### src/rtl/nibble_serial_addsub_pkg.sv
// Shared types and constants for the nibble-serial add/subtract sequencer.
package addsub_pkg;

  // Width of the arithmetic slice that the sequencer reuses every cycle.
  localparam int NIBBLE_W = 4;

  // Sequencer states: waiting for work, stepping nibbles, holding a result.
  typedef enum logic [1:0] {
    IDLE = 2'd0,
    RUN  = 2'd1,
    DONE = 2'd2
  } state_t;

  // Number of nibble steps needed to cover an operand of the given width.
  function automatic int nibblesOf(input int width);
    return width / NIBBLE_W;
  endfunction

endpackage

### src/rtl/nibble_serial_addsub_nibble_addsub.sv
// One 4-bit add/subtract slice. The b operand is conditionally inverted so
// that subtraction becomes a + ~b + cin. The inverted value is exported
// because the signed-overflow check needs its sign bit.
module nibble_addsub
  import addsub_pkg::*;
(
  input  logic [NIBBLE_W-1:0] i_a,
  input  logic [NIBBLE_W-1:0] i_b,
  input  logic                i_sub,
  input  logic                i_cin,
  output logic [NIBBLE_W-1:0] o_sum,
  output logic [NIBBLE_W-1:0] o_w,
  output logic                o_cout
);

  logic [NIBBLE_W:0] w_total;

  assign o_w     = i_b ^ {NIBBLE_W{i_sub}};
  assign w_total = {1'b0, i_a} + {1'b0, o_w} + {{NIBBLE_W{1'b0}}, i_cin};
  assign o_sum   = w_total[NIBBLE_W-1:0];
  assign o_cout  = w_total[NIBBLE_W];

endmodule

### src/rtl/nibble_serial_addsub.sv
// Nibble-serial add/subtract sequencer. Accepts one WIDTH-bit operation,
// runs it LSB nibble first through a single 4-bit slice while carrying
// between nibbles in a flop, and presents result, carry and signed
// overflow until the consumer takes them.
module nibble_serial_addsub
  import addsub_pkg::*;
#(
  parameter int WIDTH = 16
) (
  input  logic             clk,
  input  logic             rst,
  input  logic             in_valid,
  output logic             in_ready,
  input  logic [WIDTH-1:0] a,
  input  logic [WIDTH-1:0] b,
  input  logic             sub,
  output logic             out_valid,
  input  logic             out_ready,
  output logic [WIDTH-1:0] result,
  output logic             carry_out,
  output logic             overflow,
  output logic             busy
);

  localparam int NIBBLES = nibblesOf(WIDTH);
  localparam int IDX_W   = $clog2(NIBBLES);
  localparam logic [IDX_W-1:0] LAST_IDX = IDX_W'(NIBBLES - 1);

  state_t             r_state;
  logic [WIDTH-1:0]   r_aLat;
  logic [WIDTH-1:0]   r_bLat;
  logic               r_subLat;
  logic [IDX_W-1:0]   r_idx;
  logic               r_carry;
  logic [WIDTH-1:0]   r_result;
  logic               r_carryOut;
  logic               r_overflow;

  logic [NIBBLE_W-1:0] w_aNib;
  logic [NIBBLE_W-1:0] w_bNib;
  logic [NIBBLE_W-1:0] w_sum;
  logic [NIBBLE_W-1:0] w_bx;
  logic                w_cout;

  assign w_aNib = r_aLat[{r_idx, 2'b00} +: NIBBLE_W];
  assign w_bNib = r_bLat[{r_idx, 2'b00} +: NIBBLE_W];

  nibble_addsub u_slice (
    .i_a    (w_aNib),
    .i_b    (w_bNib),
    .i_sub  (r_subLat),
    .i_cin  (r_carry),
    .o_sum  (w_sum),
    .o_w    (w_bx),
    .o_cout (w_cout)
  );

  assign in_ready  = (r_state == IDLE);
  assign out_valid = (r_state == DONE);
  assign busy      = (r_state != IDLE);
  assign result    = r_result;
  assign carry_out = r_carryOut;
  assign overflow  = r_overflow;

  // Sequencer: accept, step one nibble per clock, then hold until retired.
  always_ff @(posedge clk or posedge rst) begin
    if (rst) begin
      r_state    <= IDLE;
      r_aLat     <= '0;
      r_bLat     <= '0;
      r_subLat   <= 1'b0;
      r_idx      <= '0;
      r_carry    <= 1'b0;
      r_result   <= '0;
      r_carryOut <= 1'b0;
      r_overflow <= 1'b0;
    end else begin
      case (r_state)
        IDLE: begin
          if (in_valid) begin
            r_aLat     <= a;
            r_bLat     <= b;
            r_subLat   <= sub;
            r_carry    <= sub;
            r_idx      <= '0;
            r_result   <= '0;
            r_carryOut <= 1'b0;
            r_overflow <= 1'b0;
            r_state    <= RUN;
          end
        end
        RUN: begin
          r_result[{r_idx, 2'b00} +: NIBBLE_W] <= w_sum;
          r_carry <= w_cout;
          if (r_idx == LAST_IDX) begin
            r_carryOut <= w_cout;
            r_overflow <= (r_aLat[WIDTH-1] == w_bx[NIBBLE_W-1]) &&
                          (w_sum[NIBBLE_W-1] != r_aLat[WIDTH-1]);
            r_idx      <= '0;
            r_state    <= DONE;
          end else begin
            r_idx <= r_idx + IDX_W'(1);
          end
        end
        DONE: begin
          if (out_ready) begin
            r_state <= IDLE;
          end
        end
        default: r_state <= IDLE;
      endcase
    end
  end

endmodule

### config.mk
export PLATFORM = sky130hd
export DESIGN_NAME = nibble_serial_addsub
export DESIGN_NICKNAME = d
export VERILOG_FILES = /design/src/rtl/nibble_serial_addsub_pkg.sv /design/src/rtl/nibble_serial_addsub_nibble_addsub.sv /design/src/rtl/nibble_serial_addsub.sv
export SDC_FILE = /design/constraint.sdc
export NUM_CORES = 1
export LEC_CHECK = 0
export ABC_CLOCK_PERIOD_IN_PS = 6790
export CAP_MARGIN = 20
export CORE_ASPECT_RATIO = 0.6
export CORE_MARGIN = 5
export CORE_UTILIZATION = 35
export DETAILED_ROUTE_END_ITERATION = 6
export HOLD_SLACK_MARGIN = 0.03
export PLACE_DENSITY = 0.58
export SYNTH_ARGS = -nofsm -noshare
export SYNTH_HDL_FRONTEND = slang
export SYNTH_SLANG_ARGS = --single-unit
### constraint.sdc
create_clock -name clk -period 6.79 [get_ports clk]
set_clock_uncertainty 0.15 [all_clocks]
set_input_delay 1.358 -clock clk [delete_from_list [all_inputs] [get_ports clk]]
set_output_delay 1.358 -clock clk [all_outputs]
set_load 0.005 [all_outputs]
==> results of run 1 <==
-- flip-flops by register name, summed over array words and instances (netlist names) --
register	cells
r_state	2
result	16
overflow	1
r_aLat	16
carry_out	1
r_subLat	1
r_idx	2
r_carry	1
r_bLat	16
-- layout make-up --
class | instances | area (sq um) | share of cell area, %
multi-input cells | 122 | 1180 | 34.1
clock inverters | 3 | 18.8 | 0.539
well taps | 104 | 130 | 3.74
inverters | 9 | 33.8 | 0.971
clock buffers | 5 | 125 | 3.60
repair buffers | 59 | 586 | 16.8
flip-flops and latches | 56 | 1400 | 40.3
-- power by group through the flow --
stage          Combinational, mW  Sequential, mW  Clock (mW)
5_1_grt                     1.12           0.627       0.271
4_1_cts                     1.00           0.605       0.260
3_3_place_gp               0.978           0.610           0
3_5_place_dp               0.998           0.611           0
2_1_floorplan              0.749           0.545           0
6_report                   0.996           0.602       0.253
-- critical path: cells and delay by family, from the launching register on --
kind,cells,cell delay [ps]
simple gates,1,70
fa+ha+maj,2,650
flops,1,700
compound gates,3,620
buf+inv,1,60
mux,1,640
xor+xnor,1,220
-- placed cells by master (no fill, tap or decap), types with 2 or more instances in the layout --
cell / synthesis / routed
clkdlybuf4s50_1: 0 / 57
dfrtp_1: 56 / 56
mux2_2: 34 / 34
a22o_1: 15 / 15
nand2_1: 9 / 9
nor2_1: 8 / 8
inv_1: 9 / 8
mux4_1: 7 / 7
ha_1: 7 / 7
o21ai_0: 5 / 5
a21o_1: 5 / 5
clkbuf_16: 0 / 5
xor2_1: 4 / 4
a21oi_1: 3 / 3
nand2b_1: 3 / 3
and4_1: 3 / 3
nand3b_1: 2 / 2
nor2b_1: 2 / 2
nand3_1: 2 / 2
xnor2_1: 2 / 2
fa_1: 2 / 2
clkinv_2: 0 / 2
buf_4: 0 / 2
-- metrics by stage --
stage / std cells / hold WS (ps) / area (sq um) / worst slack (ps)
after floorplan: 198 / 322 / 2680 / 3840
after global placement: 350 / 332 / 3340 / 3650
after detailed placement: 350 / 339 / 3340 / 3550
after CTS: 358 / 355 / 3480 / 3540
after global routing: 358 / 373 / 3480 / 3350
final: 358 / 349 / 3480 / 3570
-- path summary, 6_finish.rpt --
| kind | slack, ps | depth (start not counted) | from | to |
|---|---|---|---|---|
| setup / recovery | 3570 | 9 | r_idx[1]$_DFFE_PP0P_ | r_carry$_DFFE_PP0P_ |
| min in group asynchronous | 1430 | 3 | rst | r_bLat[14]$_DFFE_PP0P_ |
| max in group asynchronous | 4580 | 3 | rst | result[9]$_DFFE_PP0P_ |
| hold / removal | 350 | 2 | result[2]$_DFFE_PP0P_ | result[2]$_DFFE_PP0P_ |
| hold reg to reg | 350 | 2 | result[2]$_DFFE_PP0P_ | result[2]$_DFFE_PP0P_ |
| setup reg to reg | 3570 | 9 | r_idx[1]$_DFFE_PP0P_ | r_carry$_DFFE_PP0P_ |
-- cells by family after synthesis --
| family | synth area share (%) |
|---|---|
| AO/OA/AOI/OAI | 8.75 |
| XOR/XNOR | 1.96 |
| multiplexers | 22.0 |
| adder cells (fa/ha/maj) | 4.77 |
| AND/OR/NAND/NOR | 6.78 |
| flip-flops | 52.4 |
| buffers and inverters | 3.32 |
-- routing by layer --
metal | part of all wire, % | global-route usage [%]
met1 | 55 | 19.3
met2 | 38 | 16.6
met3 | 6.0 | 4.00
met4 | 0.79 | 3.02
met5 | 0 | 0
==> impl_metrics.env, run 1 <==
export IMPL_status="complete, no violations"
export IMPL_wire_per_inst_um=15.6
export IMPL_die_w_um=123
export IMPL_ys_seq_elements=56
export IMPL_post_route_util_pct=47.3
export IMPL_leakage_nw=1.50
export IMPL_critical_path_arrival_ps=3250
export IMPL_syn_avg_cell_area_sq_um=13.5
export IMPL_worst_pin_slew_ps=721
export IMPL_drt_iter0_drc=106
export IMPL_cts_buffers=5
export IMPL_yosysTopAreaCell="dfrtp_1"
export IMPL_ys_async_sr_fraction_pct=100
export IMPL_antenna_found_initial=0
export IMPL_setup_worst_path_class="reg2reg"
export IMPL_synth_ff_type="dfrtp_1"
export IMPL_via_per_inst=4.82
export IMPL_cp_max_fo=12
export IMPL_routed_via_count=1727
export IMPL_synth_most_common_cell="dfrtp_1"
export IMPL_grt_overflow_total=0
export IMPL_clockBufferDepth=2
export IMPL_worstPathRequired_ps=6810
export IMPL_end_kind="flip-flop"
export IMPL_intPower_mw=1.13
export IMPL_hold_buffers=0
export IMPL_grt_pass1_vias=1778
export IMPL_clockPowerShare_pct=13.7
export IMPL_totalWireLength_um=5590
export IMPL_postCtsSetupRepairBufs=0
export IMPL_cp_start_kind="flip-flop"
export IMPL_final_period_utilization_pct=47.5
export IMPL_max_freq_mhz=310
export IMPL_synth_common_cells="56 x dfrtp_1, 34 x mux2_2, 15 x a22o_1"
export IMPL_slowest_delay_ps=700
export IMPL_io_buffers=57
export IMPL_syn_area_sq_um=2680
export IMPL_cts_tree="built"
export IMPL_grt_start_max_net_pins=57
export IMPL_clkTransAtPathRegs_ps=70
export IMPL_gp_congestion=0.742
export IMPL_crit_path_frequent_cell="fa_1"
export IMPL_post_dp_hpwl_um=4080
export IMPL_final_setup_tns_ps=0
export IMPL_drtAntennaViolNets=0
export IMPL_synthCells=198
export IMPL_syn_num_nets=244
export IMPL_num_rows=24
export IMPL_n_fill_cell=693
export IMPL_netSwitchingPower_mw=0.724
export IMPL_rsz0062_at_grt="no"
export IMPL_crit_path_cell_trace="mux4_1 > xnor2_1 > fa_1 > inv_1 > fa_1 > a21o_1 > a21oi_1 > nor2_1 > a221o_1"
export IMPL_syn2layout_area_growth_pct=30.1
export IMPL_slew_headroom_pct=51.9
export IMPL_grt_pass1_wl_um=9230
export IMPL_min_period_ps=3220
export IMPL_cts_root_buf="clkbuf_16"
export IMPL_seq_power_share_pct=32.5
export IMPL_htreeDepth=2
export IMPL_worstSkewPairLatency_ps=290
export IMPL_fin_nets=299
export IMPL_p_comb_share_pct=53.8
export IMPL_remaining_drc_errors=0
export IMPL_die_area_sq_um=9550
export IMPL_power_density_nw_per_um2=532
export IMPL_synth_top_area_share_pct=52.4
export IMPL_cts_repair_resize_count=0
export IMPL_finalHoldViolations=0
export IMPL_start_util_pct=36.4
export IMPL_drive_above_1_share_pct=18.1
export IMPL_synth_distinct_cells=31
export IMPL_dieHeight_um=77.7
export IMPL_drv_slew=0
export IMPL_yosysWarningCount=0
export IMPL_max_cap_violations=0
export IMPL_ir_drop_v=0.000192
export IMPL_grt_use_total_pct=12.4
export IMPL_dr_pass1_iters=4
export IMPL_synth_edf_count=0
export IMPL_slowest_stage="dfrtp_1"
export IMPL_clock_sinks=56
export IMPL_p_total_mw=1.85
export IMPL_num_io_pins=58
export IMPL_num_antenna_cells=0
export IMPL_synthTopCellsByArea="dfrtp_1 52%, mux2_2 14%, mux4_1 6.9%"
export IMPL_ys_seq_area_share_pct=52.4
export IMPL_hp_class="reg2reg"
export IMPL_switching_share_pct=39.1
export IMPL_core_area_sq_um=7360
export IMPL_setup_viol=0
(Power assumes the default switching activity.)
==> inputs of run 2 (changes only) <==
--- a/config.mk
+++ b/config.mk
@@ -5,7 +5,7 @@
 export SDC_FILE = /design/constraint.sdc
 export NUM_CORES = 1
 export LEC_CHECK = 0
-export ABC_CLOCK_PERIOD_IN_PS = 6790
+export ABC_CLOCK_PERIOD_IN_PS = 3300
 export CAP_MARGIN = 20
 export CORE_ASPECT_RATIO = 0.6
 export CORE_MARGIN = 5
==> constraint.sdc (replaced) <==
create_clock -name clk -period 3.3 [get_ports clk]
set_clock_uncertainty 0.15 [all_clocks]
set_input_delay 0.66 -clock clk [delete_from_list [all_inputs] [get_ports clk]]
set_output_delay 0.66 -clock clk [all_outputs]
set_load 0.005 [all_outputs]
==> impl_metrics.env, run 2 (synthesis gave the netlist of run 1 again) <==
export IMPL_ir_drop_v=0.000427
export IMPL_rsz0062_at_grt="no"
export IMPL_cts_tree="built"
export IMPL_worstSkewPairLatency_ps=290
export IMPL_drt_iter0_drc=114
export IMPL_power_density_nw_per_um2=1090
export IMPL_grt_use_total_pct=12.9
export IMPL_status="complete, no violations"
export IMPL_via_per_inst=4.93
export IMPL_grt_start_max_net_pins=36
export IMPL_worst_pin_slew_ps=677
export IMPL_max_freq_mhz=329
export IMPL_cp_max_fo=8
export IMPL_end_kind="flip-flop"
export IMPL_dieHeight_um=77.7
export IMPL_num_antenna_cells=0
export IMPL_worstHoldPathCells=2
export IMPL_cts_root_buf="clkbuf_16"
export IMPL_routed_via_count=1774
export IMPL_grt_pass1_vias=1856
export IMPL_clockBufferDepth=2
export IMPL_min_period_ps=3040
export IMPL_max_cap_violations=0
export IMPL_gp_congestion=0.835
export IMPL_hold_buffers=0
export IMPL_netSwitchingPower_mw=1.48
export IMPL_cts_repair_resize_count=0
export IMPL_crit_path_frequent_cell="fa_1"
export IMPL_p_comb_share_pct=54.2
export IMPL_core_area_sq_um=7360
export IMPL_final_cell_mix="57 x clkdlybuf4s50_1, 56 x dfrtp_1, 34 x mux2_2"
export IMPL_htreeDepth=2
export IMPL_seq_power_share_pct=31.7
export IMPL_setup_worst_path_class="reg2reg"
export IMPL_leakage_nw=1.51
export IMPL_die_w_um=123
export IMPL_dr_pass1_iters=4
export IMPL_reg2reg_slack_ps=260
export IMPL_worstPathRequired_ps=3320
export IMPL_path_depth=9
export IMPL_intPower_mw=2.36
export IMPL_drive_above_1_share_pct=18.4
export IMPL_io_buffers=57
export IMPL_clock_sinks=56
export IMPL_wire_per_inst_um=16.0
export IMPL_post_dp_hpwl_um=4410
export IMPL_syn2layout_area_growth_pct=31.3
export IMPL_postCtsSetupRepairBufs=0
export IMPL_grt_pass1_wl_um=9740
export IMPL_grt_overflow_total=0
export IMPL_totalWireLength_um=5760
export IMPL_r2r_cells=9
export IMPL_finalHoldViolations=0
export IMPL_postPlaceCellArea_sq_um=3360
export IMPL_final_setup_tns_ps=0
export IMPL_die_area_sq_um=9550
export IMPL_multiInputGateArea_sq_um=1180
export IMPL_clkTransAtPathRegs_ps=70
export IMPL_drtAntennaViolNets=0
export IMPL_num_io_pins=58
export IMPL_num_rows=24
export IMPL_n_fill_cell=675
export IMPL_cp_start_kind="flip-flop"
export IMPL_design_area_sq_um=3510
export IMPL_critical_path_arrival_ps=3060
export IMPL_whs_ps=332
export IMPL_layout_commonest_cell="clkdlybuf4s50_1"
export IMPL_final_period_utilization_pct=92.0
export IMPL_slowest_delay_ps=630
export IMPL_fin_nets=301
export IMPL_cts_buffers=5
export IMPL_crit_path_cell_trace="mux4_1 > xnor2_1 > fa_1 > inv_1 > fa_1 > a21o_1 > a21oi_1 > nor2_1 > a221o_1"
export IMPL_switching_share_pct=38.5
export IMPL_path_buf_inv=1
export IMPL_setup_viol=0
export IMPL_start_util_pct=36.4
export IMPL_antenna_found_initial=0
export IMPL_critPathTopFamily="adder cells"
export IMPL_hp_class="reg2reg"
export IMPL_regArea_sq_um=1400
export IMPL_slew_headroom_pct=54.8
export IMPL_clockPowerShare_pct=14.1
export IMPL_drv_slew=0
export IMPL_slowest_stage="mux4_1"
export IMPL_remaining_drc_errors=0
[run 2: changes by cell type in the layout (fill, tap and decap cells not counted), sizes merged]
cell,previous run,this run
buf,2,4
clkbuf,5,7
clkinv,3,0
clkinvlp,0,1
[run 2: per-stage QoR]
| stage | std cells | total power [mW] | utilization [%] | setup slack, ps |
|---|---|---|---|---|
| finish | 360 | 3.84 | 47.8 | 265 |
| global route | 360 | 4.20 | 47.8 | 113 |
| CTS | 360 | 3.89 | 47.8 | 260 |
| detailed placement | 352 | 3.33 | 45.7 | 283 |
| global placement | 352 | 3.30 | 45.7 | 369 |
| floorplan | 198 | 2.66 | - | 349 |
[run 2: routing by layer]
metal  up-vias  routed length (um)  global-route usage, %
met5         -                   0                      0
li1        836                   -                      -
met3         0                 387                   3.85
met2        63                2370                   18.5
met4         0                   0                   1.68
met1       875                3010                   19.8
[run 2: path summary, 6_finish.rpt]
path                                       start               endpoint
min in group asynchronous                    rst  r_bLat[6]$_DFFE_PP0P_
setup / recovery            r_idx[1]$_DFFE_PP0P_    r_carry$_DFFE_PP0P_
hold / removal             result[2]$_DFFE_PP0P_  result[2]$_DFFE_PP0P_
hold reg to reg            result[2]$_DFFE_PP0P_  result[2]$_DFFE_PP0P_
max in group asynchronous                    rst  result[2]$_DFFE_PP0P_
setup reg to reg            r_idx[1]$_DFFE_PP0P_    r_carry$_DFFE_PP0P_
[run 2: area by class of cell]
cell class / count / area share [%]
multi-input combinational: 122 / 33.7
clock inverter: 1 / 0.214
clock buffer: 7 / 4.06
inverter: 9 / 0.962
tap: 104 / 3.70
timing repair buffer: 61 / 17.5
sequential: 56 / 39.9
[run 2: worst reg2reg max path: cells and delay by family, from the launching register on]
kind | cells | cell delay, ps
muxes | 1 | 630
xor gates and xnor gates | 1 | 200
DFF | 1 | 580
AOI/OAI and AO/OA | 3 | 580
adders and majority gates | 2 | 640
buffers and inverters | 1 | 60
and+or+nand+nor | 1 | 70
[run 2: power by group through the flow]
stage	registers (mW)	clock network, mW	logic [mW]
global placement	1.23	0	2.06
global route	1.27	0.588	2.35
finish	1.22	0.540	2.08
CTS	1.22	0.560	2.10
detailed placement	1.24	0	2.10
floorplan	1.12	0	1.54
==> inputs of run 3 (changes only) <==
--- a/config.mk
+++ b/config.mk
@@ -11,6 +11,7 @@
 export CORE_MARGIN = 5
 export CORE_UTILIZATION = 35
 export DETAILED_ROUTE_END_ITERATION = 6
+export GPL_TIMING_DRIVEN = 0
 export HOLD_SLACK_MARGIN = 0.03
 export PLACE_DENSITY = 0.58
 export SYNTH_ARGS = -nofsm -noshare
==> impl_metrics.env, run 3 (synthesis gave the netlist of run 1 again) <==
export IMPL_status="complete, no violations"
export IMPL_layout_commonest_cell="clkdlybuf4s50_1"
export IMPL_top_layer="met4"
export IMPL_critical_path_arrival_ps=3120
export IMPL_grt_pass1_wl_um=9480
export IMPL_dieHeight_um=77.7
export IMPL_clock_sinks=56
export IMPL_finalHoldViolations=0
export IMPL_max_cap_violations=0
export IMPL_start_util_pct=36.4
export IMPL_max_freq_mhz=323
export IMPL_die_w_um=123
export IMPL_worstPathRequired_ps=3320
export IMPL_num_io_pins=58
export IMPL_cts_root_buf="clkbuf_16"
export IMPL_grt_pass1_vias=1827
export IMPL_via_per_inst=4.77
export IMPL_die_area_sq_um=9550
export IMPL_wl_met3_um=314
export IMPL_worstSkewPairLatency_ps=290
export IMPL_setup_worst_path_class="reg2reg"
export IMPL_end_kind="flip-flop"
export IMPL_fin_nets=308
export IMPL_hp_class="reg2reg"
export IMPL_cp_start_kind="flip-flop"
export IMPL_grt_overflow_total=0
export IMPL_cp_max_fo=10
export IMPL_gp_congestion=0.747
export IMPL_final_cell_mix="57 x clkdlybuf4s50_1, 56 x dfrtp_1, 34 x mux2_2"
export IMPL_leakage_nw=1.54
export IMPL_io_buffers=57
export IMPL_ir_drop_v=0.000518
export IMPL_antenna_found_initial=0
export IMPL_regArea_sq_um=1400
export IMPL_drtAntennaViolNets=0
export IMPL_num_antenna_cells=0
export IMPL_clkTransAtPathRegs_ps=70
export IMPL_setup_viol=0
export IMPL_whs_ps=339
export IMPL_power_density_nw_per_um2=1090
export IMPL_multiInputGateArea_sq_um=1180
export IMPL_wire_per_inst_um=15.7
export IMPL_post_dp_hpwl_um=4450
export IMPL_wl_met2_um=2280
export IMPL_syn2layout_area_growth_pct=32.6
export IMPL_routed_via_count=1741
export IMPL_dr_pass1_iters=4
export IMPL_final_period_utilization_pct=93.9
export IMPL_num_rows=24
export IMPL_fin_cells=365
export IMPL_min_period_ps=3100
export IMPL_worst_pin_slew_ps=461
export IMPL_final_setup_tns_ps=0
export IMPL_remaining_drc_errors=0
export IMPL_p_total_mw=3.86
export IMPL_grt_start_max_net_pins=38
export IMPL_drive_above_1_share_pct=19.2
export IMPL_totalWireLength_um=5740
export IMPL_core_area_sq_um=7360
export IMPL_dp_slack_ps=-149
export IMPL_rsz0062_at_grt="no"
export IMPL_cts_buffers=5
export IMPL_clockBufferDepth=2
export IMPL_drt_iter0_drc=106
export IMPL_htreeDepth=2
export IMPL_drv_slew=0
export IMPL_dp_cells=360
export IMPL_grt_use_total_pct=12.7
export IMPL_cts_tree="built"
export IMPL_setup_ws_ps=201
export IMPL_drt_met1_wl_um=3120
export IMPL_slew_headroom_pct=69.2
export IMPL_n_fill_cell=661
## run 3: changes by cell type in the layout (fill, tap and decap cells not counted)
cell,delta
buf_2,+5
buf_4,-3
buf_6,+1
bufinv_16,+1
clkbuf_1,+2
clkbuf_2,+1
clkbuf_8,-1
clkinvlp_4,-1
## run 3: metrics by stage
step                area, sq um  util, %
global route               3550     48.2
global placement           3380     45.9
floorplan                  2680        -
CTS                        3550     48.2
finish                     3550     48.2
detailed placement         3400     46.2
## run 3: routing by layer
| layer | GRT usage (%) | vias to the layer above |
|---|---|---|
| met3 | 3.34 | 5 |
| met2 | 17.1 | 47 |
| met1 | 20.3 | 839 |
| met5 | 0 | - |
| li1 | - | 850 |
| met4 | 2.35 | 0 |
## run 3: worst paths after layout
path	slack, ps	to	cells after the start	from
setup / recovery	200	carry_out$_DFFE_PP0P_	10	r_idx[0]$_DFFE_PP0P_
hold / removal	340	result[2]$_DFFE_PP0P_	2	result[2]$_DFFE_PP0P_
setup reg to reg	200	carry_out$_DFFE_PP0P_	10	r_idx[0]$_DFFE_PP0P_
hold reg to reg	340	result[2]$_DFFE_PP0P_	2	result[2]$_DFFE_PP0P_
max in group asynchronous	1900	result[11]$_DFFE_PP0P_	3	rst
min in group asynchronous	550	r_bLat[13]$_DFFE_PP0P_	2	rst
## run 3: power breakdown
part	switching (mW)	total, mW	internal [mW]
sequential	0.173	1.17	0.998
clock	0.225	0.575	0.350
combinational	1.05	2.12	1.07
total	1.44	3.86	2.42
## run 3: layout make-up
cell class / instances / share of cell area [%]
Buffer: 10 / 1.48
Clock buffer: 5 / 3.53
Clock inverter: 1 / 0.846
Sequential cell: 56 / 39.5
Multi-Input combinational cell: 122 / 33.4
Inverter: 9 / 0.952
Timing Repair Buffer: 58 / 16.6
Tap cell: 104 / 3.67
## run 3: critical path, stage by stage, from the launching register on
cell,delay (ps)
dfrtp_1,570
clkbuf_2,310
mux4_1,350
xnor2_1,220
fa_1,220
inv_1,50
fa_1,430
a21o_1,190
a21oi_1,150
nor2_1,70
mux2_2,260
## run 3: what timing repair did
action                                  4_1_cts  5_1_grt
hold buffers                                  0        0
buffers inserted                              0        0
endpoints found under the setup margin        3        0
resized for setup                             1        0
